==> config.mk <==
export PLATFORM = sky130hd
export DESIGN_NAME = fifo_word_packer_flat
export DESIGN_NICKNAME = d
export VERILOG_FILES = /design/src/rtl/fifo_word_packer_if.sv /design/src/rtl/fifo_word_packer.sv /design/src/flat_wrapper.sv
export SDC_FILE = /design/constraint.sdc
export NUM_CORES = 1
export LEC_CHECK = 0
export CAP_MARGIN = 20
export CORE_MARGIN = 4
export CORE_UTILIZATION = 42
export DETAILED_ROUTE_END_ITERATION = 10
export GPL_TIMING_DRIVEN = 0
export PLACE_DENSITY = 0.76
export SLEW_MARGIN = 20
export SYNTH_ARGS = -nofsm -noshare
export SYNTH_HDL_FRONTEND = slang
export SYNTH_HIERARCHICAL = 1
export SYNTH_SLANG_ARGS = --single-unit
==> constraint.sdc <==
create_clock -name clk -period 3.1 [get_ports clk]
set_clock_uncertainty 0.1 [all_clocks]
set_input_delay 0.465 -clock clk [delete_from_list [all_inputs] [get_ports clk]]
set_output_delay 0.465 -clock clk [all_outputs]
set_load 0.01 [all_outputs]
==> src/rtl/fifo_word_packer_if.sv <==
// Bus bundle for fifo_word_packer.
//   FIFO side : fifo_data / fifo_empty in, fifo_rd_en out (FWFT read port)
//   Sink side : out_data / out_keep / out_last / out_valid out, out_ready in
// master = the packer, slave = the surrounding FIFO + sink.
interface fifo_word_packer_if #(
  parameter int DATAWIDTH = 8,
  parameter int LANES     = 4
);
  logic [DATAWIDTH-1:0]       fifo_data;
  logic                       fifo_empty;
  logic                       fifo_rd_en;
  logic [DATAWIDTH*LANES-1:0] out_data;
  logic [LANES-1:0]           out_keep;
  logic                       out_last;
  logic                       out_valid;
  logic                       out_ready;

  modport master (
    input  fifo_data, fifo_empty, out_ready,
    output fifo_rd_en, out_data, out_keep, out_last, out_valid
  );

  modport slave (
    output fifo_data, fifo_empty, out_ready,
    input  fifo_rd_en, out_data, out_keep, out_last, out_valid
  );
endinterface

==> src/rtl/fifo_word_packer.sv <==
// fifo_word_packer: drains DATAWIDTH-bit entries from a first-word-fall-through
// FIFO and packs LANES of them into one word, lane 0 in the low bits.
// A flush closes a partial word early, with out_keep marking the filled lanes.
// Ports:
//   clk, reset_n  : clock, async active-low reset
//   bus (master)  : FIFO read port + valid/ready word output (see interface)
//   flush         : close the current partial word (level, sampled in FILL)
//   word_count    : words accepted by the sink, wraps
//   busy          : bytes held or a word pending

// One lane of the holding register: loads on its pop, clears on handshake.
module fifo_word_packer_lane #(
  parameter int DATAWIDTH = 8
) (
  input  logic                 clk,
  input  logic                 reset_n,
  input  logic                 wr_en,
  input  logic                 clr,
  input  logic [DATAWIDTH-1:0] din,
  output logic [DATAWIDTH-1:0] dout,
  output logic                 keep
);
  logic [DATAWIDTH-1:0] data_q, data_d;
  logic                 keep_q, keep_d;

  always_comb begin
    data_d = data_q;
    keep_d = keep_q;
    if (clr) begin
      data_d = '0;
      keep_d = 1'b0;
    end else if (wr_en) begin
      data_d = din;
      keep_d = 1'b1;
    end
  end

  always_ff @(posedge clk or negedge reset_n) begin
    if (!reset_n) begin
      data_q <= '0;
      keep_q <= 1'b0;
    end else begin
      data_q <= data_d;
      keep_q <= keep_d;
    end
  end

  assign dout = data_q;
  assign keep = keep_q;
endmodule

module fifo_word_packer #(
  parameter int DATAWIDTH = 8,
  parameter int LANES     = 4,
  parameter int CNTWIDTH  = 16
) (
  input  logic                clk,
  input  logic                reset_n,
  fifo_word_packer_if.master  bus,
  input  logic                flush,
  output logic [CNTWIDTH-1:0] word_count,
  output logic                busy
);
  // One extra bit so the count can reach LANES itself.
  localparam int LCW = $clog2(LANES) + 1;

  typedef enum logic {FILL, HOLD} state_e;

  state_e                        state_q, state_d;
  logic [LCW-1:0]                lane_cnt_q, lane_cnt_d;
  logic                          last_q, last_d;
  logic [CNTWIDTH-1:0]           word_count_q, word_count_d;

  logic                          pop;
  logic                          accept;
  logic                          last_lane;
  logic [LANES-1:0][DATAWIDTH-1:0] lane_data;
  logic [LANES-1:0]              lane_keep;

  // Combinational pop; gated by reset so nothing is lost while held in reset.
  assign pop        = reset_n && (state_q == FILL) && !bus.fifo_empty;
  assign accept     = (state_q == HOLD) && bus.out_ready;
  assign last_lane  = (lane_cnt_q == LCW'(LANES - 1));

  always_comb begin
    state_d      = state_q;
    lane_cnt_d   = lane_cnt_q;
    last_d       = last_q;
    word_count_d = word_count_q;
    case (state_q)
      FILL: begin
        if (pop) lane_cnt_d = lane_cnt_q + LCW'(1);
        if (pop && last_lane) begin
          // Full word; a coincident flush still tags it as last.
          state_d = HOLD;
          last_d  = flush;
        end else if (flush && (lane_cnt_q != '0 || pop)) begin
          state_d = HOLD;
          last_d  = 1'b1;
        end
      end
      HOLD: begin
        if (bus.out_ready) begin
          state_d      = FILL;
          lane_cnt_d   = '0;
          last_d       = 1'b0;
          word_count_d = word_count_q + 1'b1;
        end
      end
      default: state_d = FILL;
    endcase
  end

  always_ff @(posedge clk or negedge reset_n) begin
    if (!reset_n) begin
      state_q      <= FILL;
      lane_cnt_q   <= '0;
      last_q       <= 1'b0;
      word_count_q <= '0;
    end else begin
      state_q      <= state_d;
      lane_cnt_q   <= lane_cnt_d;
      last_q       <= last_d;
      word_count_q <= word_count_d;
    end
  end

  // Holding register: lane g loads when the pop targets it, all clear on handshake.
  for (genvar g = 0; g < LANES; g++) begin : g_lane
    fifo_word_packer_lane #(.DATAWIDTH(DATAWIDTH)) u_lane (
      .clk     (clk),
      .reset_n (reset_n),
      .wr_en   (pop && (lane_cnt_q == LCW'(g))),
      .clr     (accept),
      .din     (bus.fifo_data),
      .dout    (lane_data[g]),
      .keep    (lane_keep[g])
    );
  end

  assign bus.fifo_rd_en = pop;
  assign bus.out_data   = lane_data;
  assign bus.out_keep   = lane_keep;
  assign bus.out_last   = last_q;
  assign bus.out_valid  = (state_q == HOLD);
  assign word_count     = word_count_q;
  assign busy           = (lane_cnt_q != '0) || (state_q == HOLD);
endmodule

==> src/flat_wrapper.sv <==
// flat-port wrapper written by rule: the top's interface ports become plain ports
module fifo_word_packer_flat 
#(
  parameter int DATAWIDTH = 8,
  parameter int LANES     = 4,
  parameter int CNTWIDTH  = 16
)
  (clk, reset_n, flush, word_count, busy, bus_fifo_data, bus_fifo_empty, bus_out_ready, bus_fifo_rd_en, bus_out_data, bus_out_keep, bus_out_last, bus_out_valid);
  fifo_word_packer_if #(.DATAWIDTH(DATAWIDTH), .LANES(LANES)) bus_i ();
  input  logic clk;
  input  logic reset_n;
  input  logic flush;
  output logic [CNTWIDTH-1:0] word_count;
  output logic busy;
  input wire logic [$bits(bus_i.fifo_data)-1:0] bus_fifo_data;
  input wire logic [$bits(bus_i.fifo_empty)-1:0] bus_fifo_empty;
  input wire logic [$bits(bus_i.out_ready)-1:0] bus_out_ready;
  output wire logic [$bits(bus_i.fifo_rd_en)-1:0] bus_fifo_rd_en;
  output wire logic [$bits(bus_i.out_data)-1:0] bus_out_data;
  output wire logic [$bits(bus_i.out_keep)-1:0] bus_out_keep;
  output wire logic [$bits(bus_i.out_last)-1:0] bus_out_last;
  output wire logic [$bits(bus_i.out_valid)-1:0] bus_out_valid;
  assign bus_i.fifo_data = bus_fifo_data;
  assign bus_i.fifo_empty = bus_fifo_empty;
  assign bus_i.out_ready = bus_out_ready;
  assign bus_fifo_rd_en = bus_i.fifo_rd_en;
  assign bus_out_data = bus_i.out_data;
  assign bus_out_keep = bus_i.out_keep;
  assign bus_out_last = bus_i.out_last;
  assign bus_out_valid = bus_i.out_valid;
  fifo_word_packer #(.DATAWIDTH(DATAWIDTH), .LANES(LANES), .CNTWIDTH(CNTWIDTH)) u_core (.clk(clk), .reset_n(reset_n), .bus(bus_i), .flush(flush), .word_count(word_count), .busy(busy));
endmodule
* Yosys cells after proc, flatten, opt, wreduce, memory -nomap -nowiden *
Cells that the tools add are included.

operators by class
  add/sub/neg operators = 2
  equal/unequal tests = 6
  mux-type cells = 27
  bitwise logic cells = 1
  reduce and logical (&&, ||, !) cells = 20

operators with widths
  cell                     count
  $mux W8                  8
  $add A16 B1 Y16 const B  1
  $mux W1                  14
  $logic_and A1 B1 Y1      8
  $reduce_bool A2 Y1       4
  $eq A3 B2 Y1 const B     2
  $mux W3                  2
  $pmux W3 S2              1
  $reduce_and A2 Y1        3
  $pmux W1 S2              2
  $add A3 B1 Y3 const B    1
  $eq A3 B1 Y1 const B     1
  $logic_not A3 Y1         1
  $ne A3 B3 Y1 const B     1
  $reduce_bool A3 Y1       1
  $logic_or A1 B1 Y1       2
  $ne A2 B1 Y1 const B     1
  $ne A2 B2 Y1 const B     1
  $logic_not A1 Y1         1
  $not A1 Y1               1

storage, ports and cells
  register bits = 57
  output and inout port bits = 56

* Longest topological paths before layout *
  depth after elaboration = 8
  mapped depth = 8

* Hierarchy *
The synthesis kept the hierarchy.

modules (own cells, without submodules)
  module                 instances  cells each  area an instance (µm²)  sequential area each (µm²)
  fifo_word_packer_lane  4          29          357.8                   225.2
  fifo_word_packer       1          94          1027.2                  525.5

* Worst setup path before layout *
Ideal clock, no wire load.

  kind = register -> register
  start point = reg u_core.state_q (netlist: u_core/bus.out_valid)
  end point = reg u_core.g_lane[1].u_lane.data_q[0]
  arrival time = 1582 ps
  required time = 2870 ps
  path slack = 1288 ps
  stages on the path, launching flop included = 8
  path buffers = 2
  cell sequence = dfrtp_1 or3b_1 buf_6 clkinv_4 and3_1 buf_6 mux2i_1 nor2_1

between the ends
  longest elaborated chain between the ends = 5
  elaborated cells on any way between the ends = 7

ends and longest elaborated chain
  what                              line                     text
  start: declaration                fifo_word_packer.sv:69   state_e state_q, state_d;
  start signal: assignment          fifo_word_packer.sv:121  state_q <= state_d;
  $not A1 Y1                        n/a
  $logic_and A1 B1 Y1 (2 in a row)  fifo_word_packer.sv:81   assign pop = reset_n && (state_q == FILL) && !bus.fifo_empty;
  named net bus_fifo_rd_en          flat_wrapper.sv:18       output wire logic [$bits(bus_i.fifo_rd_en)-1:0] bus_fifo_rd_en;
  $logic_and A1 B1 Y1               fifo_word_packer.sv:133  .wr_en (pop && (lane_cnt_q == LCW'(g))),
  $reduce_bool A2 Y1 (no line)      n/a
  end signal: assignment            fifo_word_packer.sv:43   data_q <= data_d;
  end: declaration                  fifo_word_packer.sv:23   logic [DATAWIDTH-1:0] data_q, data_d;

The timed path passes the listed nets, and every way through them passes these cells.
A chain may end at the register's enable or synchronous reset.

* Final worst setup path *
  start point = in reset_n
  end point = out bus_fifo_rd_en

between the ends
  longest elaborated chain between the ends = 2

ends and longest elaborated chain
  what                              line                    text
  start: declaration                flat_wrapper.sv:11      input logic reset_n;
  $logic_and A1 B1 Y1 (2 in a row)  fifo_word_packer.sv:81
  end: declaration                  flat_wrapper.sv:18

No other way between the ends.

==> impl_metrics.json <==
{
  "coreArea_um2": 5610,
  "synth_top_family_by_area": "simple AND/OR/NAND/NOR gates",
  "maxCapViolCount": 0,
  "syn-mean-instance-area_um2": 11.7,
  "numPortBuffers": 68,
  "worstSkewPairLatency_ps": 310,
  "holdBufCountCts": 0,
  "die_h_um": 84.5,
  "synth-simple-area-share_pct": 14.2,
  "num_vias": 1736,
  "grt_usage_pct": 16.0,
  "synth_nets": 229,
  "grt_pass1_wl_mm": 9.21,
  "worstPathRequired_ps": 2530,
  "globalplace.congestion": 0.684,
  "num_rows": 27,
  "synthToLayoutAreaGrowth_pct": 39.8,
  "synthMuxAreaShare_pct": 13.5,
  "crit_chain": "buf_4, or3b_1, buf_6, clkinv_4, clkdlybuf4s50_1",
  "antenna_found_initial": 0,
  "dpl-instance-area_um2": 3230,
  "cp_slowest_cell": "buf_4",
  "slowest_delay_ps": 550,
  "cts_buffers": 9,
  "cp-start-kind": "input port",
  "final_area_um2": 3440,
  "n_antenna_cell": 0,
  "die_area_um2": 7140,
  "grt_pass1_vias": 1803,
  "slew_headroom_pct": 52.8,
  "worstSetupEndpointType": "output port",
  "cts_tree": "yes",
  "die_w_um": 84.5,
  "layout_setup_ws_ps": 341,
  "r2r_cells": 7,
  "synth_seq_cells": 57,
  "wl_mm": 5.26,
  "setup_viol": 0,
  "stdcell_count": 366,
  "synthCells": 210,
  "hold_path.class": "input port to async pin",
  "fin_crit_sh_pct": 89.0,
  "cts_max_level": 3,
  "initial_core_util_pct": 43.8,
  "ant_nets": 0,
  "drtIter0Drc": 90,
  "slew_violations": 0,
  "criticalPathCategory": "input port to output port",
  "cts_root_buffer": "clkbuf_8",
  "rr_endpoint": "u_core/g_lane[2].u_lane/dout[7]",
  "fin_util_pct": 61.3,
  "post-place-cells": 350,
  "drc": 0,
  "crit_family": "buffers and inverters",
  "clk_pin_slew_ps": 60,
  "synth_compound_area_share_pct": 1.73,
  "drive_gt1_share_pct": 8.84,
  "synth_area_um2": 2460,
  "grt_overflow": 0,
  "rsz0062_at_grt": "false",
  "arrival_ps": 2190,
  "post_cts_buffers": 0,
  "total_leakage_power_nw": 1.55,
  "clk_path_buf_depth": 2,
  "pre_cts_ws_ps": 289,
  "synthDistinctLibCells": 26,
  "path_buf_inv": 4,
  "r2r_start": "u_core/bus.out_valid",
  "cts_resized": 0,
  "yosys_warnings": 6,
  "yosysSeqAreaShare_pct": 58.0,
  "clock.fmax_mhz": 362,
  "viasPerCell": 4.74,
  "detail_route.wl_per_cell_um": 14.4,
  "cts.sinks": 57,
  "outcome": "finished, final reports clean",
  "synth_adder_area_share_pct": 3.05,
  "cp_max_fo": 58,
  "tightest_slew_ps": 707,
  "power.density_nw_per_um2": 884,
  "hold_viol_final": 0,
  "ir_drop_uv": 353,
  "nNetsFinal": 308,
  "synth-xor-area-share_pct": 5.34,
  "power_mw": 3.04,
  "first_pass_iters": 4,
  "period_needed_ps": 2760,
  "r2r_slack_ps": 1160,
  "io_pins": 69,
  "grt_max_degree": 59,
  "hpwl_mm": 3.76
}
[worst register-to-register path, stage by stage (launching register included)]
cell      delay [ps]
dfrtp_1          460
or3b_1           420
buf_6            150
clkinv_4          60
and3_1           180
buf_6            170
mux2i_1          210
nor2_1            50
[synth_stat cells]
cell      instances  area, um2
a21oi_1           2       10.0
mux2i_1          32        320
buf_6             5       56.3
nand4_1           2       12.5
nand3_1           7       35.0
o21ai_0           2       10.0
clkbuf_1          4       15.0
and4_1            3       26.3
inv_1             6       22.5
and3_1            3       18.8
dfrtp_1          57       1430
xor2_1            6       52.6
clkinv_4          1       8.76
nand2_1           9       33.8
xnor2_1           9       78.8
mux2_2            1       11.3
ha_1              6       75.1
or2b_1            1       7.51
or2_2             1       6.26
o31ai_1           2       15.0
nand2b_1          1       6.26
nor2_1           45        169
a211oi_1          1       7.51
or3b_1            1       8.76
nor3_1            1       5.00
nor3_2            2       20.0
[cells in the final DEF, fill, tap and decap left out, types with 2 or more instances in the layout]
master,count
o31ai_1,2
inv_1,6
clkbuf_1,5
buf_6,5
nand4_1,2
nand2_1,9
clkbuf_8,9
o21ai_0,2
and4_1,3
bufinv_16,2
nor3_2,2
a21oi_1,2
nor2_1,45
xor2_1,6
nand3_1,7
clkdlybuf4s50_1,67
ha_1,6
xnor2_1,9
dfrtp_1,57
clkinv_2,3
mux2i_1,32
and3_1,3
[power by group]
group,internal (mW),total (mW),switching [mW]
clock network,0.448,0.735,0.286
logic,0.629,1.13,0.502
registers,0.992,1.17,0.180
total,2.07,3.04,0.969
[kinds of logic (layout without fill, tap and decap cells)]
kind of cell	after synthesis	after routing
fa+ha+maj	6	6
buf+inv	16	100
flops	57	57
simple gates	76	76
xor+xnor	15	15
compound gates	7	7
mux	33	33
[worst max path at each step]
stage,from,to,slack (ps),depth (start not counted)
6_report,reset_n,bus_fifo_rd_en,340,5
5_1_grt,reset_n,bus_fifo_rd_en,170,5
4_1_cts,reset_n,bus_fifo_rd_en,280,5
3_5_place_dp,reset_n,bus_fifo_rd_en,290,5
3_3_place_gp,reset_n,bus_fifo_rd_en,-1510,5
2_1_floorplan,u_core/bus.out_valid,u_core/g_lane[1].u_lane/dout[0],1290,7
[per-stage QoR]
stage / TNS, ps / hold slack (ps)
after global placement: -66760 / 367
after floorplan: 0 / 69.4
after CTS: 0 / 116
final: 0 / 99.3
after global routing: 0 / 142
after detailed placement: 0 / 377
[state kept, by name, summed over array words and instances (netlist names)]
name / flops
u_core/lane_cnt_q: 3
u_core/g_lane.u_lane/keep: 4
u_core/bus.out_valid: 1
u_core/g_lane.u_lane/dout: 32
u_core/word_count: 16
u_core/bus.out_last: 1
[cell type report]
| type | instances | area, um2 |
|---|---|---|
| clock buffers | 10 | 128 |
| well taps | 72 | 90.1 |
| multi-input cells | 137 | 930 |
| repair buffers | 68 | 678 |
| flip-flops and latches | 57 | 1430 |
| clock inverters | 6 | 82.6 |
| fillers | 484 | 2170 |
| plain buffers | 9 | 71.3 |
| inverters | 7 | 31.3 |
[metal layers]
metal,GRT usage (%),up-vias,share of wire [%]
li1,-,858,-
met1,21.8,825,48
met2,24.0,47,45
met3,4.91,6,6.0
met4,6.04,0,0.72
met5,0,-,0
(Power assumes the default switching activity.)
==> RTL change, RTL diff (same flow settings) <==
Register the output `word_count` once more, with the module's reset; this adds one clock of latency there. The other outputs are not delayed to match.
--- a/src/rtl/fifo_word_packer.sv
+++ b/src/rtl/fifo_word_packer.sv
@@ -145,3 +145,9 @@
   assign bus.out_valid  = (state_q == HOLD);
-  assign word_count     = word_count_q;
+  always_ff @(posedge clk or negedge reset_n) begin
+    if (!reset_n) begin
+      word_count <= '0;
+    end else begin
+      word_count <= word_count_q;
+    end
+  end
   assign busy           = (lane_cnt_q != '0) || (state_q == HOLD);
Formal check against the unedited RTL: not equivalent (Yosys sat finds a counterexample within 4 cycles, from zero or initial values and one cycle with reset_n low).
==> RTL change against the unedited design <==
Core utilization is 1.2 points lower. Cell count is 7.4% higher. Wire length is 14% higher. Register-to-register slack better by 90 ps. Clock power is 1% higher. Sequential cell count is 16 higher. Cell area is 13% higher. Total power is 5.0% lower. Critical path type unchanged. Setup slack worse by 170 ps. Synthesized cell count is 9.0% higher. Synthesized area is 16% higher.
==> RTL change: results (changes against the unedited design) <==
| Metric | Value |
|---|---|
| GP Congestion | `0.786 (+15%)` |
| Vias in the first global route | `2010 (+11%)` |
| Worst slack at placement | `325 ps (+36.8 ps)` |
| Skew-Pair Late Insertion Delay | `350 ps (+40 ps)` |
| Largest net degree at the start of global routing | `39 (-34%)` |
| Hold slack | `279 ps (+180 ps)` |
| Vias/cell | `4.92 (+3.8%)` |
| Syn nets | `248 (+8.3%)` |
| Max Fclk | `341 MHz (-5.8%)` |
| Worst reg2reg setup slack | `1250 ps (+90 ps)` |
| R2r endpoint | `u_core/g_lane[1].u_lane/dout[2]$_DFFE_PN0P_` |
| Syn Area/Cell | `12.5 um2 (+6.5%)` |
| Unique masters post-synth | `29 (+12%)` |
| Commonest cells in the netlist | `dfrtp_1, nor2_1, mux2i_1, nand3_1, xnor2_1` |
| Vias post-DR | `1934 (+11%)` |
| Slew headroom | `63.0% (+10 points)` |
| CP max FO | `38 (-34%)` |
| Detailed placement HPWL | `4.24 mm (+13%)` |
| Top post-synthesis cells by area | `dfrtp_1, mux2i_1, nor2_1` |
| Outcome | `finished, final reports clean` |
| Placed cell count | `375 (+7.1%)` |
| Max IR drop VDD | `481 uV (+36%)` |
| Final #Nets | `330 (+7.1%)` |
| Post-synthesis sequential area ratio | `64.0% (+6.0 points)` |
| Switching share of power | `31.5% (-0.43 points)` |
| Share of layout cells above drive strength 1 | `8.86% (+0.017 points)` |
## RTL change: cell types whose count changed after synthesis, sizes merged, moves of 2 or more
cell   delta
dfrtp    +16
nand3     +4
and4      -3
nand2     -3
inv       +2
## RTL change: kinds of logic (layout without fill, tap and decap cells)
group	count (synthesis)	in the layout	synth area share, %
adder cells (fa/ha/maj)	6	6	2.63
AND/OR/NAND/NOR	78	78	12.4
buffers and inverters	17	104	3.29
XOR/XNOR	15	15	4.60
AO/OA/AOI/OAI	7	7	1.45
flip-flops	73	73	64.0
multiplexers	33	33	11.6
## RTL change: area by class of cell
cell class | count | area [um2]
Sequential cell | 73 | 1830
Timing Repair Buffer | 71 | 728
Fill cell | 527 | 2580
Multi-Input combinational cell | 139 | 933
Clock buffer | 9 | 124
Buffer | 8 | 60.1
Inverter | 9 | 33.8
Clock inverter | 7 | 77.6
Tap cell | 77 | 96.3
## RTL change: power groups by stage
stage,combinational (mW),sequential (mW),clock (mW)
after floorplan,0.318,1.36,0
after global placement,0.834,1.30,0
after detailed placement,0.865,1.31,0
after CTS,0.873,1.29,0.771
after global routing,0.947,1.32,0.814
final,0.856,1.29,0.745
## RTL change: layer usage
metal	up-vias	part of all wire [%]	global-route usage [%]
met1	961	45	21.1
li1	919	-	-
met3	9	5.1	4.25
met4	0	1.6	8.42
met5	-	0	0
met2	45	48	23.6
## RTL change: worst max-delay path, stage by stage
cell and delay [ps]:
dlygate4sd3_1 540, buf_4 140, buf_12 210, nand3_1 210, inv_1 210, clkdlybuf4s50_1 570
